File: src/rtl/ctrl_arb_pkg.sv
// Shared definitions for the control-source arbiter: FSM encoding and button bit positions.
package ctrl_arb_pkg;

   typedef enum logic [1:0] {
      ST_IDLE     = 2'd0,
      ST_OWNED    = 2'd1,
      ST_HANDOVER = 2'd2
   } arb_state_e;

   localparam int BTN_U = 0;
   localparam int BTN_D = 1;
   localparam int BTN_L = 2;
   localparam int BTN_R = 3;

endpackage

File: src/rtl/src_activity_det.sv
// Per-source activity flag: any button pulse, or the set level differing from last cycle.
module src_activity_det #(
   parameter int BTN_W = 4
) (
   input  logic             clk_i,
   input  logic             rst_ni,
   input  logic             set_i,
   input  logic [BTN_W-1:0] btn_i,
   output logic             act_o
);

   logic set_q;

   always_ff @(posedge clk_i or negedge rst_ni) begin
      if (!rst_ni) set_q <= 1'b0;
      else         set_q <= set_i;
   end

   assign act_o = (|btn_i) | (set_i ^ set_q);

endmodule

File: src/rtl/ctrl_src_arbiter.sv
// Registered N-way control-source arbiter (manual select / auto ownership with hold timer).
// Build option CTRL_ARB_PREEMPT_EN: local source 0 preempts any other auto-mode owner.
module ctrl_src_arbiter
   import ctrl_arb_pkg::*;
#(
   parameter int NUM_SRC  = 2,
   parameter int MODE_W   = 5,
   parameter int BTN_W    = 4,
   parameter int HOLD_CYC = 100_000_000,
   parameter int SEL_W    = (NUM_SRC > 1) ? $clog2(NUM_SRC) : 1
) (
   input  logic                      iClk,
   input  logic                      iRst_n,
   input  logic                      iAuto,
   input  logic [SEL_W-1:0]          iSel,
   input  logic [NUM_SRC-1:0]        iSrc_Set,
   input  logic [NUM_SRC*MODE_W-1:0] iSrc_Mode,
   input  logic [NUM_SRC*BTN_W-1:0]  iSrc_Btn,
   output logic                      oSet,
   output logic [MODE_W-1:0]         oMode,
   output logic [BTN_W-1:0]          oBtn,
   output logic [SEL_W-1:0]          oSel,
   output logic                      oLocked,
   output logic                      oSwitch
);

   localparam int               TMR_W     = (HOLD_CYC > 2) ? $clog2(HOLD_CYC) : 1;
   localparam int               NSLOT     = 1 << SEL_W;
   localparam logic [TMR_W-1:0] RELOAD    = TMR_W'(HOLD_CYC - 1);
   localparam logic [SEL_W:0]   NUM_SRC_L = (SEL_W + 1)'(NUM_SRC);

   // Source views padded to a power of two so the owner index always addresses a real slot.
   logic [NSLOT-1:0]             src_set, src_act;
   logic [NSLOT-1:0][MODE_W-1:0] src_mode;
   logic [NSLOT-1:0][BTN_W-1:0]  src_btn;

   for (genvar k = 0; k < NSLOT; k++) begin : g_src
      if (k < NUM_SRC) begin : g_real
         assign src_set[k]  = iSrc_Set[k];
         assign src_mode[k] = iSrc_Mode[k*MODE_W +: MODE_W];
         assign src_btn[k]  = iSrc_Btn[k*BTN_W +: BTN_W];
         src_activity_det #(.BTN_W(BTN_W)) u_det (
            .clk_i  (iClk),
            .rst_ni (iRst_n),
            .set_i  (iSrc_Set[k]),
            .btn_i  (iSrc_Btn[k*BTN_W +: BTN_W]),
            .act_o  (src_act[k])
         );
      end else begin : g_pad
         assign src_set[k]  = 1'b0;
         assign src_mode[k] = '0;
         assign src_btn[k]  = '0;
         assign src_act[k]  = 1'b0;
      end
   end

   arb_state_e        state_q, state_d;
   logic [SEL_W-1:0]  sel_q, sel_d, cand, ho_tgt;
   logic [TMR_W-1:0]  timer_q, timer_d;
   logic              set_q, set_d, locked_q, locked_d, switch_q, switch_d;
   logic [MODE_W-1:0] mode_q, mode_d;
   logic [BTN_W-1:0]  btn_q, btn_d;
   logic              auto_q, go_ho, sel_ok, preempt;

   always_comb begin
      state_d  = state_q;
      sel_d    = sel_q;
      timer_d  = timer_q;
      set_d    = src_set[sel_q];
      mode_d   = src_mode[sel_q];
      btn_d    = src_btn[sel_q];
      switch_d = 1'b0;
      go_ho    = 1'b0;
      ho_tgt   = sel_q;
      sel_ok   = ({1'b0, iSel} < NUM_SRC_L);
      preempt  = 1'b0;
`ifdef CTRL_ARB_PREEMPT_EN
      preempt  = src_act[0] && (sel_q != '0);
`endif
      cand = '0;
      for (int k = NUM_SRC - 1; k >= 0; k--) begin
         if (src_act[k]) cand = SEL_W'(k);
      end

      if (!iAuto) begin
         timer_d = '0;
         if (state_q != ST_HANDOVER && sel_ok && iSel != sel_q) begin
            go_ho  = 1'b1;
            ho_tgt = iSel;
         end else begin
            state_d = ST_IDLE;
         end
      end else if (!auto_q) begin
         state_d = ST_OWNED;
         timer_d = RELOAD;
      end else begin
         unique case (state_q)
            ST_IDLE: begin
               if (|src_act) begin
                  if (cand == sel_q) begin
                     state_d = ST_OWNED;
                     timer_d = RELOAD;
                  end else begin
                     go_ho  = 1'b1;
                     ho_tgt = cand;
                  end
               end
            end
            ST_OWNED: begin
               // Owner activity beats expiry; everyone else is dropped unless preempting.
               if (preempt) begin
                  go_ho  = 1'b1;
                  ho_tgt = '0;
               end else if (src_act[sel_q]) begin
                  timer_d = RELOAD;
               end else if (timer_q == '0) begin
                  state_d = ST_IDLE;
               end else begin
                  timer_d = timer_q - TMR_W'(1);
               end
            end
            ST_HANDOVER: begin
               state_d = ST_OWNED;
               timer_d = RELOAD;
            end
            default: state_d = ST_IDLE;
         endcase
      end

      // Handover cycle: new index out, buttons muted, level/mode frozen.
      if (go_ho) begin
         state_d  = ST_HANDOVER;
         sel_d    = ho_tgt;
         btn_d    = '0;
         set_d    = set_q;
         mode_d   = mode_q;
         switch_d = 1'b1;
      end
      locked_d = (state_d == ST_OWNED);
   end

   // auto_q resets high so that auto mode at reset release starts in IDLE, not as a 0->1 edge.
   always_ff @(posedge iClk or negedge iRst_n) begin
      if (!iRst_n) begin
         state_q  <= ST_IDLE;
         sel_q    <= '0;
         timer_q  <= '0;
         set_q    <= 1'b0;
         mode_q   <= '0;
         btn_q    <= '0;
         locked_q <= 1'b0;
         switch_q <= 1'b0;
         auto_q   <= 1'b1;
      end else begin
         state_q  <= state_d;
         sel_q    <= sel_d;
         timer_q  <= timer_d;
         set_q    <= set_d;
         mode_q   <= mode_d;
         btn_q    <= btn_d;
         locked_q <= locked_d;
         switch_q <= switch_d;
         auto_q   <= iAuto;
      end
   end

   assign oSet    = set_q;
   assign oMode   = mode_q;
   assign oBtn    = btn_q;
   assign oSel    = sel_q;
   assign oLocked = locked_q;
   assign oSwitch = switch_q;

endmodule
File: config.mk
export PLATFORM = sky130hd
export DESIGN_NAME = ctrl_src_arbiter
export DESIGN_NICKNAME = d
export VERILOG_FILES = /design/src/rtl/ctrl_arb_pkg.sv /design/src/rtl/src_activity_det.sv /design/src/rtl/ctrl_src_arbiter.sv
export SDC_FILE = /design/constraint.sdc
export NUM_CORES = 1
export LEC_CHECK = 0
export ABC_CLOCK_PERIOD_IN_PS = 6100
export BUFFER_PORTS_ARGS = -buffer_cell sky130_fd_sc_hd__buf_2
export CAP_MARGIN = 0
export CORE_UTILIZATION = 45
export CTS_BUF_LIST = sky130_fd_sc_hd__clkbuf_4
export DETAILED_ROUTE_END_ITERATION = 7
export PLACE_DENSITY_LB_ADDON = 0.05
export SYNTH_ARGS = -nofsm -noshare
export SYNTH_HDL_FRONTEND = slang
export SYNTH_SLANG_ARGS = --single-unit
File: constraint.sdc
create_clock -name iClk -period 6.1 [get_ports iClk]
set_input_delay 1.22 -clock iClk [delete_from_list [all_inputs] [get_ports iClk]]
set_output_delay 1.22 -clock iClk [all_outputs]
set_load 0.02 [all_outputs]
== Word-level counts from Yosys, hierarchy flattened ==
Cells that the tools add are included.

* Register bits after elaboration: 45
* Output and inout port bits: 13

* $add $sub $neg: 1
* Order comparisons: 1
* Equality and inequality tests: 14
* Mux-type cells: 40
* Bitwise gates (word level): 4
* Reductions and logical operators: 9

{| class="wikitable"
|+ Operator list
! kind !! count
|-
| $mux 27 || 6
|-
| $pmux 27 s3 || 1
|-
| $logic_not 27->1 || 1
|-
| $sub 27x1->27 const B || 1
|-
| $mux 1 || 19
|-
| $mux 2 || 8
|-
| $mux 4 || 3
|-
| $mux 5 || 2
|-
| $ne 4x4->1 const B || 2
|-
| $reduce_or 4->1 || 2
|-
| $ne 2x1->1 const B || 3
|-
| $pmux 2 s3 || 1
|-
| $reduce_and 6->1 || 1
|-
| $ne 5x2->1 const B || 1
|-
| $ne 5x5->1 const B || 1
|-
| $eq 2x1->1 const B || 2
|-
| $ne 2x2->1 const B || 2
|-
| $reduce_and 4->1 || 1
|-
| $eq 2x2->1 const B || 1
|-
| $logic_not 2->1 || 1
|-
| $lt 1x2->1 const B || 1
|-
| $or 1x1->1 || 2
|-
| $reduce_bool 2->1 || 1
|-
| $reduce_or 2->1 || 1
|-
| other kinds (4) || 5
|}

== Logic depth before layout (Yosys ltp) ==
Gate-level depths: netlist of run 1.

* Depth in word-level cells: 12
* Depth in mapped cells: 9

== Cells and area by module ==
From an unflattened synthesis of run 1, not the netlist that was laid out.

* Cell total of the unflattened synthesis: 287
* Area, all modules: 2,812.7 um2

{| class="wikitable"
|+ Modules (own cells, without submodules)
! module !! instances !! cells an instance !! area an instance (um2)
|-
| ctrl_src_arbiter || 1 || 279 || 2,712.6
|-
| src_activity_det || 2 || 4 || 50.0
|}

== Worst setup path before layout of run 1 ==
OpenSTA, ideal clock, no wires.

* Kind: input to register
* Start point: input port iSrc_Btn[1]
* End point: register timer_q[8]
* Setup time: 0.082 ns
* Arrival time: 3.195 ns
* Data required time: 6.018 ns
* Setup slack: 2.823 ns
* Cell stages on the path: 6
* Path buffers: 0
* Cell sequence: or4_1 -> or3_1 -> nand2_2 -> nand3_1 -> or4_1 -> a31oi_1

* Cells in the longest elaborated chain, start to end: 8

{| class="wikitable"
|+ Ends and longest elaborated chain
! element !! RTL line !! RTL
|-
| start: declaration || ctrl_src_arbiter.sv:18 || <nowiki>input logic [NUM_SRC*BTN_W-1:0] iSrc_Btn,</nowiki>
|-
| $reduce_or 4->1 * || src_activity_det.sv:19 || <nowiki>assign act_o = (|btn_i) | (set_i ^ set_q);</nowiki>
|-
| $or 1x1->1 * || src_activity_det.sv:19 ||
|-
| $mux 1 (not written as such) (2 in a row) || ctrl_src_arbiter.sv:114 || <nowiki>end else if (src_act[sel_q]) begin</nowiki>
|-
| $mux 27 || ctrl_src_arbiter.sv:114 ||
|-
| $pmux 27 s3 || ctrl_src_arbiter.sv:97 || <nowiki>unique case (state_q)</nowiki>
|-
| $mux 27 || ctrl_src_arbiter.sv:93 || <nowiki>end else if (!auto_q) begin</nowiki>
|-
| $mux 27 || ctrl_src_arbiter.sv:85 || <nowiki>if (!iAuto) begin</nowiki>
|-
| end signal: assignment || ctrl_src_arbiter.sv:157 || <nowiki>timer_q <= timer_d;</nowiki>
|-
| end: declaration || ctrl_src_arbiter.sv:59 || <nowiki>logic [TMR_W-1:0] timer_q, timer_d;</nowiki>
|}

Every way passes the cells marked *; elsewhere a longest branch is shown, timed or not. The select of a mux whose other input is x is not followed.
A chain may end at the register's enable or synchronous reset.

== Final worst setup path of run 1 ==
* Start point: input port iSrc_Btn[1]
* End point: register mode_q[4] (netlist: oMode[4])

* Cells in the longest elaborated chain, start to end: 9

{| class="wikitable"
|+ Ends and longest elaborated chain
! element !! RTL line !! RTL
|-
| $reduce_or 4->1 * || src_activity_det.sv:19 ||
|-
| $or 1x1->1 * || src_activity_det.sv:19 ||
|-
| $mux 1 || ctrl_src_arbiter.sv:82 || <nowiki>if (src_act[k]) cand = SEL_W'(k);</nowiki>
|-
| $eq 1x1->1 || ctrl_src_arbiter.sv:100 || <nowiki>if (cand == sel_q) begin</nowiki>
|-
| $mux 1 || ctrl_src_arbiter.sv:100 ||
|-
| $mux 1 * || ctrl_src_arbiter.sv:99 || <nowiki>if (|src_act) begin</nowiki>
|-
| $mux 1 * || ctrl_src_arbiter.sv:97 ||
|-
| $mux 1 * || ctrl_src_arbiter.sv:93 ||
|-
| $mux 1 * || ctrl_src_arbiter.sv:85 ||
|-
| end signal: assignment || ctrl_src_arbiter.sv:159 || <nowiki>mode_q <= mode_d;</nowiki>
|-
| end: declaration || ctrl_src_arbiter.sv:61 || <nowiki>logic [MODE_W-1:0] mode_q, mode_d;</nowiki>
|}

Every way passes the cells marked *; elsewhere a longest branch is shown, timed or not.

==> impl_metrics.yaml, run 1 <==
floorplanning:
  ioPinCount: 37
  core_area_mm2: 0.00557
  rows: 27
  fp.dieW_um: 78.3
  dieArea_mm2: 0.00613
  initial_core_util: 0.470
  die_y_um: 78.3
power:
  leakagePower_nw: 1.14
  vdd_ir_drop_max_mv: 0.169
  fin_total_pwr_mw: 0.915
  powerDensity_mw_per_mm2: 321
global_routing:
  grt_util_all_layers: 0.226
  grt_overflow_total: 0
  grt_pass1_wl_um: 10800
  first_global_vias: 2176
  grt_max_degree: 46
  antenna_found_initial: 0
worst_setup_path:
  path_cells: "buf_2 > or4_1 > a211oi_1 > o2bb2ai_1 > a22o_1 > o21ai_0"
  crit_required_ns: 6.35
  path_class: "input pin to register"
  crit_slowest_cell: "a22o_1"
  critPathLaunchType: "input pin"
  cp-end-kind: "register"
  critPathArrivalTime_ns: 3.85
  cp_max_fo: 19
  critPathMaxStageDelay_ns: 0.64
cts:
  cts_buffers: 5
  path_clk_slew_ns: 0.14
  clock_latency_ns: 0.37
  cts_max_level: 2
  post_cts_resized: 0
  cts_setup_buffers: 0
  hold_buffers: 0
  cts_tree: "built"
  cts_sinks: 45
  cts_buffer_depth: 2
  cts-root-buf: "clkbuf_4"
yosys:
  yosysUniqueCellTypes: 56
  synth_edf_count: 0
  synth.avg_cell_area_um2: 9.32
  yosysWarnings: 0
  synth_seq_cells: 45
  synth.yosys.seq_area_share: 0.430
  synth_area_mm2: 0.00262
  async_flop_share: 1.00
  netlist_instances: 281
  synth_ff_type: "dfrtp_1"
  synth_top_area_share: 0.420
  synth_area_leaders: "dfrtp_1 (42%), a21oi_1 (4.2%), mux2i_1 (4.2%), nand2_1 (3.0%), nor2_1 (3.0%)"
  synth_nets: 307
  yosysTopAreaCell: "dfrtp_1"
run:
  maxCapViolCount: 0
route:
  vias_per_cell: 6.19
  via_count: 2347
  drt-total-wl_um: 6370
  drc_errors: 0
  antenna_left: 0
  dr.pass1.iters: 4
  wl_per_cell_um: 16.8
  drt_iter0_markers: 277
timing:
  worst_pin_slew_ns: 1.13
  period_minus_slack_ns: 3.61
  fmax_ghz: 0.277
  post-route-period-util: 0.591
  setup_violations: 0
  hold_viol: 0
  maxSlewViolCount: 0
  rsz0062_at_grt: "false"
  maxSlewHeadroom: 0.245
  setup_slack_ns: 2.49
  tns_ns: 0
  clock_skew_ns: 0.0136
finish:
  layout.nets: 332
  syn2layout_area_growth_pct: 8.89
  fin_util: 0.512
  final_area_mm2: 0.00285
  antenna_cells: 0
  drive_above_1_share: 0.199
status:
  outcome: "completed"
place:
  placed_cell_area_mm2: 0.00279
  dp_slack_ns: 2.10
  port_buffers: 36
  place_congestion: 0.851
  hpwl_um: 4260
worst_hold_path:
  hp-class: "register to register"
-- metal layers --
layer,track usage,up-vias,share of wire
met4,0.0500,0,0.010
met2,0.346,52,0.45
met3,0.0523,8,0.046
met5,0,-,0
li1,-,1118,-
met1,0.324,1169,0.49
-- registers in the layout, indices dropped and copies added (netlist names) --
name and count:
state_q 2, oSet 1, timer_q 27, oSel 1, oLocked 1, oBtn 4
oMode 5, auto_q 1, g_src.g_real.u_det.set_q 2, oSwitch 1
-- Yosys cell counts, types with 3 or more instances --
master,number
a21oi_1,22
a311oi_1,4
a31oi_1,5
and2_1,4
clkbuf_1,13
dfrtp_1,44
inv_1,5
mux2i_1,11
nand2_1,21
nand2b_1,3
nand3_1,9
nor2_1,21
nor3_1,10
nor4_1,9
o211ai_1,6
o21a_1,3
o21ai_0,15
o21ai_1,10
o31ai_1,5
o41ai_1,3
or4_1,7
or4_4,3
-- cell families (layout without fill, tap and decap cells) --
family / count (synthesis) / count (layout) / share of synthesized area
adders and majority gates: 2 / 2 / 0.00955
AOI/OAI and AO/OA: 95 / 95 / 0.250
muxes: 11 / 11 / 0.0420
and+or+nand+nor: 102 / 102 / 0.214
xor gates and xnor gates: 3 / 3 / 0.0100
buffers and inverters: 23 / 49 / 0.0440
DFF: 45 / 45 / 0.430
-- layout by cell type, fill, tap and decap left out, drive strengths merged, types with 9 or more instances in the layout --
master and instances:
dfrtp 44, a21oi 24, nand3 9, buf 36, nor4 10, o21ai 27, nor2 21, or4 10
mux2i 11, nand2 22, nor3 10
-- report_power, final --
group / internal (mW) / total [mW] / switching, mW / leakage (nW)
combinational: 0.124 / 0.329 / 0.205 / 0.561
sequential: 0.363 / 0.435 / 0.0720 / 0.552
clock: 0.0458 / 0.151 / 0.105 / 0.0316
-- cell type report --
| cell class | count | area, um^2 |
|---|---|---|
| clock buffer | 5 | 37.5 |
| clock inverter | 3 | 21.3 |
| fill | 551 | 2720 |
| inverter | 5 | 18.8 |
| multi-input combinational | 213 | 1380 |
| sequential | 45 | 1130 |
| tap | 72 | 90.1 |
| timing repair buffer | 36 | 180 |
-- critical path, delay by kind of cell --
| kind | cells | cell delay [ns] |
|---|---|---|
| AND/OR/NAND/NOR | 1 | 0.60 |
| AO/OA/AOI/OAI | 4 | 1.91 |
| buffers and inverters | 1 | 0.11 |
-- final timing paths --
kind / start / endpoint / slack [ns] / cells past startpoint
setup / recovery: iSrc_Btn[1] / oMode[4]$_DFFE_PN0P_ / 2.49 / 6
hold / removal: oMode[0]$_DFFE_PN0P_ / oMode[0]$_DFFE_PN0P_ / 0.49 / 2
setup reg to reg: oSel$_DFFE_PN0P_ / oMode[4]$_DFFE_PN0P_ / 3.08 / 4
hold reg to reg: oMode[0]$_DFFE_PN0P_ / oMode[0]$_DFFE_PN0P_ / 0.49 / 2
max in group asynchronous: iRst_n / timer_q[9]$_DFFE_PN0P_ / 4.46 / 1
min in group asynchronous: iRst_n / oMode[3]$_DFFE_PN0P_ / 1.01 / 1
-- stage by stage --
stage          hold slack [ns]  std cells
2_1_floorplan            0.461        281
3_3_place_gp             0.464        371
3_5_place_dp             0.465        371
4_1_cts                  0.496        379
5_1_grt                  0.527        379
6_report                 0.489        379
Power figures use the tool's default switching activity.
==> run 2, diff against run 1 <==
ABC_AREA = 1   (was not set)
ABC_CLOCK_PERIOD_IN_PS = 3600   (was 6100)
clock period = 3.6 ns   (was 6.1 ns; I/O delays follow)
==> impl_metrics.yaml, run 2 <==
timing:
  rsz0062_at_grt: "false"
  clock_skew_ns: 0.0192
  worst_pin_slew_ns: 1.01
  holdWs_ns: 0.491
  setup_violations: 0
  maxSlewHeadroom: 0.326
  post-route-period-util: 0.700
  hold_viol: 0
  period_minus_slack_ns: 2.52
  maxSlewViolCount: 0
  tns_ns: 0
  fmax_ghz: 0.397
worst_setup_path:
  critPathLaunchType: "register"
  critPathArrivalTime_ns: 2.83
  cp-end-kind: "register"
  cp_max_fo: 29
  crit_required_ns: 3.91
  path_class: "register to register"
floorplanning:
  ioPinCount: 37
  core_area_mm2: 0.00635
  die_y_um: 82.9
  rows: 29
  fp.dieW_um: 82.9
  dieArea_mm2: 0.00687
  initial_core_util: 0.464
finish:
  top_register: "timer_q"
  syn2layout_area_growth_pct: 9.30
  fill_cells: 651
  final_cell_mix: "nand2_1 (178), nor2_1 (72), dfrtp_1 (44)"
  largest_register_ffs: 27
  layout.nets: 512
  antenna_cells: 0
  drive_above_1_share: 0.119
  layout.cells.most_common: "nand2_1"
worst_hold_path:
  hp-class: "register to register"
route:
  antenna_left: 0
  dr.pass1.iters: 4
  drc_errors: 0
  via_count: 2860
  drt-total-wl_um: 7100
  vias_per_cell: 5.07
  wl_per_cell_um: 12.6
  drt_iter0_markers: 144
cts:
  cts_tree: "built"
  cts_buffers: 5
  cts_setup_buffers: 0
  cts_max_level: 2
  path_clk_slew_ns: 0.16
  cts_buffer_depth: 2
  hold_buffers: 0
  cts-root-buf: "clkbuf_4"
  clock_latency_ns: 0.38
  cts_sinks: 45
  post_cts_resized: 0
place:
  hpwl_um: 5080
  place_congestion: 0.881
  port_buffers: 36
yosys:
  synth_area_mm2: 0.00295
  yosysUniqueCellTypes: 28
  async_flop_share: 1.00
  synth.most_common_cell: "nand2_1"
  synth_nets: 480
  synth_area_leaders: "dfrtp_1 (37%), nand2_1 (23%), nor2_1 (9.2%), nand3_1 (6.5%), inv_1 (4.8%)"
  yosysTopAreaCell: "dfrtp_1"
  synth_seq_cells: 45
  synth_ff_type: "dfrtp_1"
  synth_top_area_share: 0.374
  synth.yosys.seq_area_share: 0.383
  synth.avg_cell_area_um2: 6.49
  yosysWarnings: 0
  synth_common_cells: "nand2_1 (178), nor2_1 (72), dfrtp_1 (44)"
  netlist_instances: 454
  synth_edf_count: 0
global_routing:
  grt_pass1_wl_um: 12300
  antenna_found_initial: 0
  grt_overflow_total: 0
  grt_max_degree: 46
  grt_util_all_layers: 0.216
  first_global_vias: 2622
run:
  maxCapViolCount: 0
power:
  leakagePower_nw: 1.69
  powerDensity_mw_per_mm2: 430
  vdd_ir_drop_max_mv: 0.225
status:
  outcome: "completed"
## run 2: cell count changes in the layout (fill, tap and decap cells not counted), moves of 7 or more
cell and delta:
nand2_1 +157, nor2_1 +51, inv_1 +33, nand3_1 +29
nand4_1 +15, a21oi_1 -12, mux2i_1 -11, o21ai_1 -10
nor4_1 -9, o21ai_0 -7, or4_1 -7
## run 2: per-layer routing
metal  track usage  routed length [um]  vias to the layer above
met2         0.328                3110                       55
met1         0.318                3650                     1313
met5             0                   0                        -
met3        0.0408                 272                        6
li1              -                   -                     1486
met4        0.0517                  61                        0
## run 2: layout make-up
| cell class | instances | area, um^2 | share of cell area |
|---|---|---|---|
| Sequential cell | 45 | 1130 | 0.350 |
| Tap cell | 77 | 96.3 | 0.0299 |
| Timing Repair Buffer | 37 | 188 | 0.0583 |
| Clock buffer | 5 | 37.5 | 0.0117 |
| Multi-Input combinational cell | 358 | 1600 | 0.498 |
| Clock inverter | 3 | 21.3 | 0.00661 |
| Inverter | 39 | 146 | 0.0455 |
## run 2: worst paths after layout
kind,slack (ns),cells past startpoint,to,from
max,1.08,8,timer_q[2]$_DFFE_PN0P_,auto_q$_DFF_PN1_
min,0.49,2,oMode[2]$_DFFE_PN0P_,oMode[2]$_DFFE_PN0P_
max reg2reg,1.08,8,timer_q[2]$_DFFE_PN0P_,auto_q$_DFF_PN1_
min reg2reg,0.49,2,oMode[2]$_DFFE_PN0P_,oMode[2]$_DFFE_PN0P_
max in group asynchronous,2.47,1,timer_q[24]$_DFFE_PN0P_,iRst_n
min in group asynchronous,0.50,1,timer_q[10]$_DFFE_PN0P_,iRst_n
## run 2: logic make-up after synthesis
logic type                 synth area share
DFF                                   0.383
buffers and inverters                0.0731
adders and majority gates           0.00849
AOI/OAI and AO/OA                    0.0378
and+or+nand+nor                       0.471
xor gates and xnor gates             0.0268
## run 2: power breakdown
group	leakage, nW	switching, mW	internal, mW	total (mW)
clock network	0.0332	0.182	0.0781	0.260
registers	0.554	0.0581	0.587	0.645
logic	1.10	0.328	0.152	0.480
## run 2: worst max-delay path: stages, from the launching register on
cell and delay, ns:
dfstp_2 0.57, inv_1 0.05, nor2_1 0.26, inv_1 0.12
nor2_4 0.39, nand3_4 0.31, nand2_2 0.53, nand2_1 0.11
nand2_1 0.09
## run 2: metrics by stage
step	cells	worst slack (ns)	instance area, um^2	util	power, mW
4_1_cts	564	1.08	3220	0.507	1.40
2_1_floorplan	454	1.65	2950	-	0.992
6_report	564	1.08	3220	0.507	1.39
3_5_place_dp	556	0.755	3160	0.498	1.14
3_3_place_gp	556	0.838	3160	0.498	1.13
5_1_grt	564	0.799	3220	0.507	1.49
==> run 3, diff against run 2 <==
ABC_CLOCK_PERIOD_IN_PS = 2600   (was 3600)
clock period = 2.6 ns   (was 3.6 ns; I/O delays follow)
==> impl_metrics.yaml, run 3 (synthesis results as in run 2) <==
finish:
  antenna_cells: 0
  fin_util: 0.518
  fill_cells: 642
  layout.nets: 521
  top_register: "timer_q"
  final_cell_mix: "nand2_1 (178), nor2_1 (72), dfrtp_1 (44)"
  layout.cells.most_common: "nand2_1"
  largest_register_ffs: 27
  syn2layout_area_growth_pct: 11.7
  drive_above_1_share: 0.135
worst_setup_path:
  path_cells: "nor2_1 > nand2_1 > nor2_1 > nand2_1 > nor2_4 > nand3_4 > nand2_2 > buf_4 > nand2_1 > nand2_1"
  cpMostUsedCell: "nand2_1"
  crit_slowest_cell: "dfrtp_1"
  r2r-end: "timer_q[14]$_DFFE_PN0P_"
  cp-end-kind: "register"
  reg2reg_from: "timer_q[7]$_DFFE_PN0P_"
  crit_required_ns: 2.92
  critPathMaxStageDelay_ns: 0.45
  ff2ff_path_depth: 10
  path_class: "register to register"
  critPathArrivalTime_ns: 2.40
  cp_max_fo: 18
  rrSetupSlack_ns: 0.51
  crit_start: "timer_q[7]$_DFFE_PN0P_"
  critPathLaunchType: "register"
place:
  place_congestion: 0.857
  hpwl_um: 5440
  port_buffers: 36
run:
  maxCapViolCount: 0
route:
  vias_per_cell: 5.00
  drt_iter0_markers: 185
  antenna_left: 0
  drt-total-wl_um: 7300
  via_count: 2867
  drc_errors: 0
  dr.pass1.iters: 4
  wl_per_cell_um: 12.7
global_routing:
  grt_pass1_wl_um: 12800
  grt_overflow_total: 0
  antenna_found_initial: 0
  first_global_vias: 2662
  grt_util_all_layers: 0.227
  grt_max_degree: 24
status:
  outcome: "completed"
timing:
  clock_skew_ns: 0.00982
  period_minus_slack_ns: 2.09
  post-route-period-util: 0.802
  worst_pin_slew_ns: 0.546
  maxSlewViolCount: 0
  rsz0062_at_grt: "false"
  hold_viol: 0
  setup_violations: 0
  maxSlewHeadroom: 0.636
  tns_ns: 0
  fmax_ghz: 0.479
floorplanning:
  die_y_um: 82.9
  fp.dieW_um: 82.9
  ioPinCount: 37
  rows: 29
  core_area_mm2: 0.00635
  initial_core_util: 0.464
  dieArea_mm2: 0.00687
worst_hold_path:
  hold_path_depth: 1
  hold_end: "g_src[0].g_real.u_det.set_q$_DFF_PN0_"
  hp-class: "input pin to register"
  min_from: "iSrc_Set[0]"
cts:
  clock_latency_ns: 0.37
  cts_tree: "built"
  cts_buffers: 5
  post_cts_resized: 0
  path_clk_slew_ns: 0.15
  cts_sinks: 45
  hold_buffers: 1
  cts_setup_buffers: 0
  cts-root-buf: "clkbuf_4"
  cts_max_level: 2
  cts_buffer_depth: 2
power:
  leakagePower_nw: 1.72
  vdd_ir_drop_max_mv: 0.349
  powerDensity_mw_per_mm2: 586
## run 3: cell type report
cell class / instances / area [um^2] / area share
multi-input combinational: 358 / 1600 / 0.487
sequential: 45 / 1130 / 0.343
timing repair buffer: 46 / 258 / 0.0783
inverter: 39 / 146 / 0.0445
tap: 77 / 96.3 / 0.0293
clock buffer: 5 / 37.5 / 0.0114
clock inverter: 3 / 22.5 / 0.00684
## run 3: report_power, final
| group | leakage (nW) | switching, mW | internal (mW) | total, mW |
|---|---|---|---|---|
| clock | 0.0234 | 0.251 | 0.105 | 0.356 |
| combinational | 1.15 | 0.456 | 0.222 | 0.677 |
| sequential | 0.554 | 0.0826 | 0.813 | 0.896 |
## run 3: worst max-delay path by stage
stage,endpoint,cells past startpoint
3_5_place_dp,timer_q[26]$_DFFE_PN0P_,13
2_1_floorplan,timer_q[4]$_DFFE_PN0P_,13
6_report,timer_q[14]$_DFFE_PN0P_,10
3_3_place_gp,timer_q[4]$_DFFE_PN0P_,13
5_1_grt,timer_q[18]$_DFFE_PN0P_,10
4_1_cts,timer_q[26]$_DFFE_PN0P_,10
## run 3: metal layers
layer	routed length (um)	track usage	part of all wire	vias to the layer above
met5	0	0	0	-
met4	65	0.0627	0.0089	0
met3	307	0.0348	0.042	6
met2	3160	0.338	0.43	55
met1	3760	0.340	0.52	1302
li1	-	-	-	1504
## run 3: stage by stage
stage               hold WS (ns)  setup WS (ns)  std cells  instance area, um^2  power (mW)
floorplan                  0.224          0.853        454                 2950        1.37
global placement           0.320          0.468        564                 3220        1.58
detailed placement         0.324          0.405        564                 3220        1.59
CTS                        0.280          0.492        573                 3290        1.95
global route               0.275          0.230        573                 3290        2.08
finish                     0.292          0.514        573                 3290        1.93
## run 3: critical path: cells and delay by family, from the launching register on
kind	cells	cell delay, ns
buffers and inverters	1	0.22
flip-flops	1	0.45
AND/OR/NAND/NOR	9	1.35
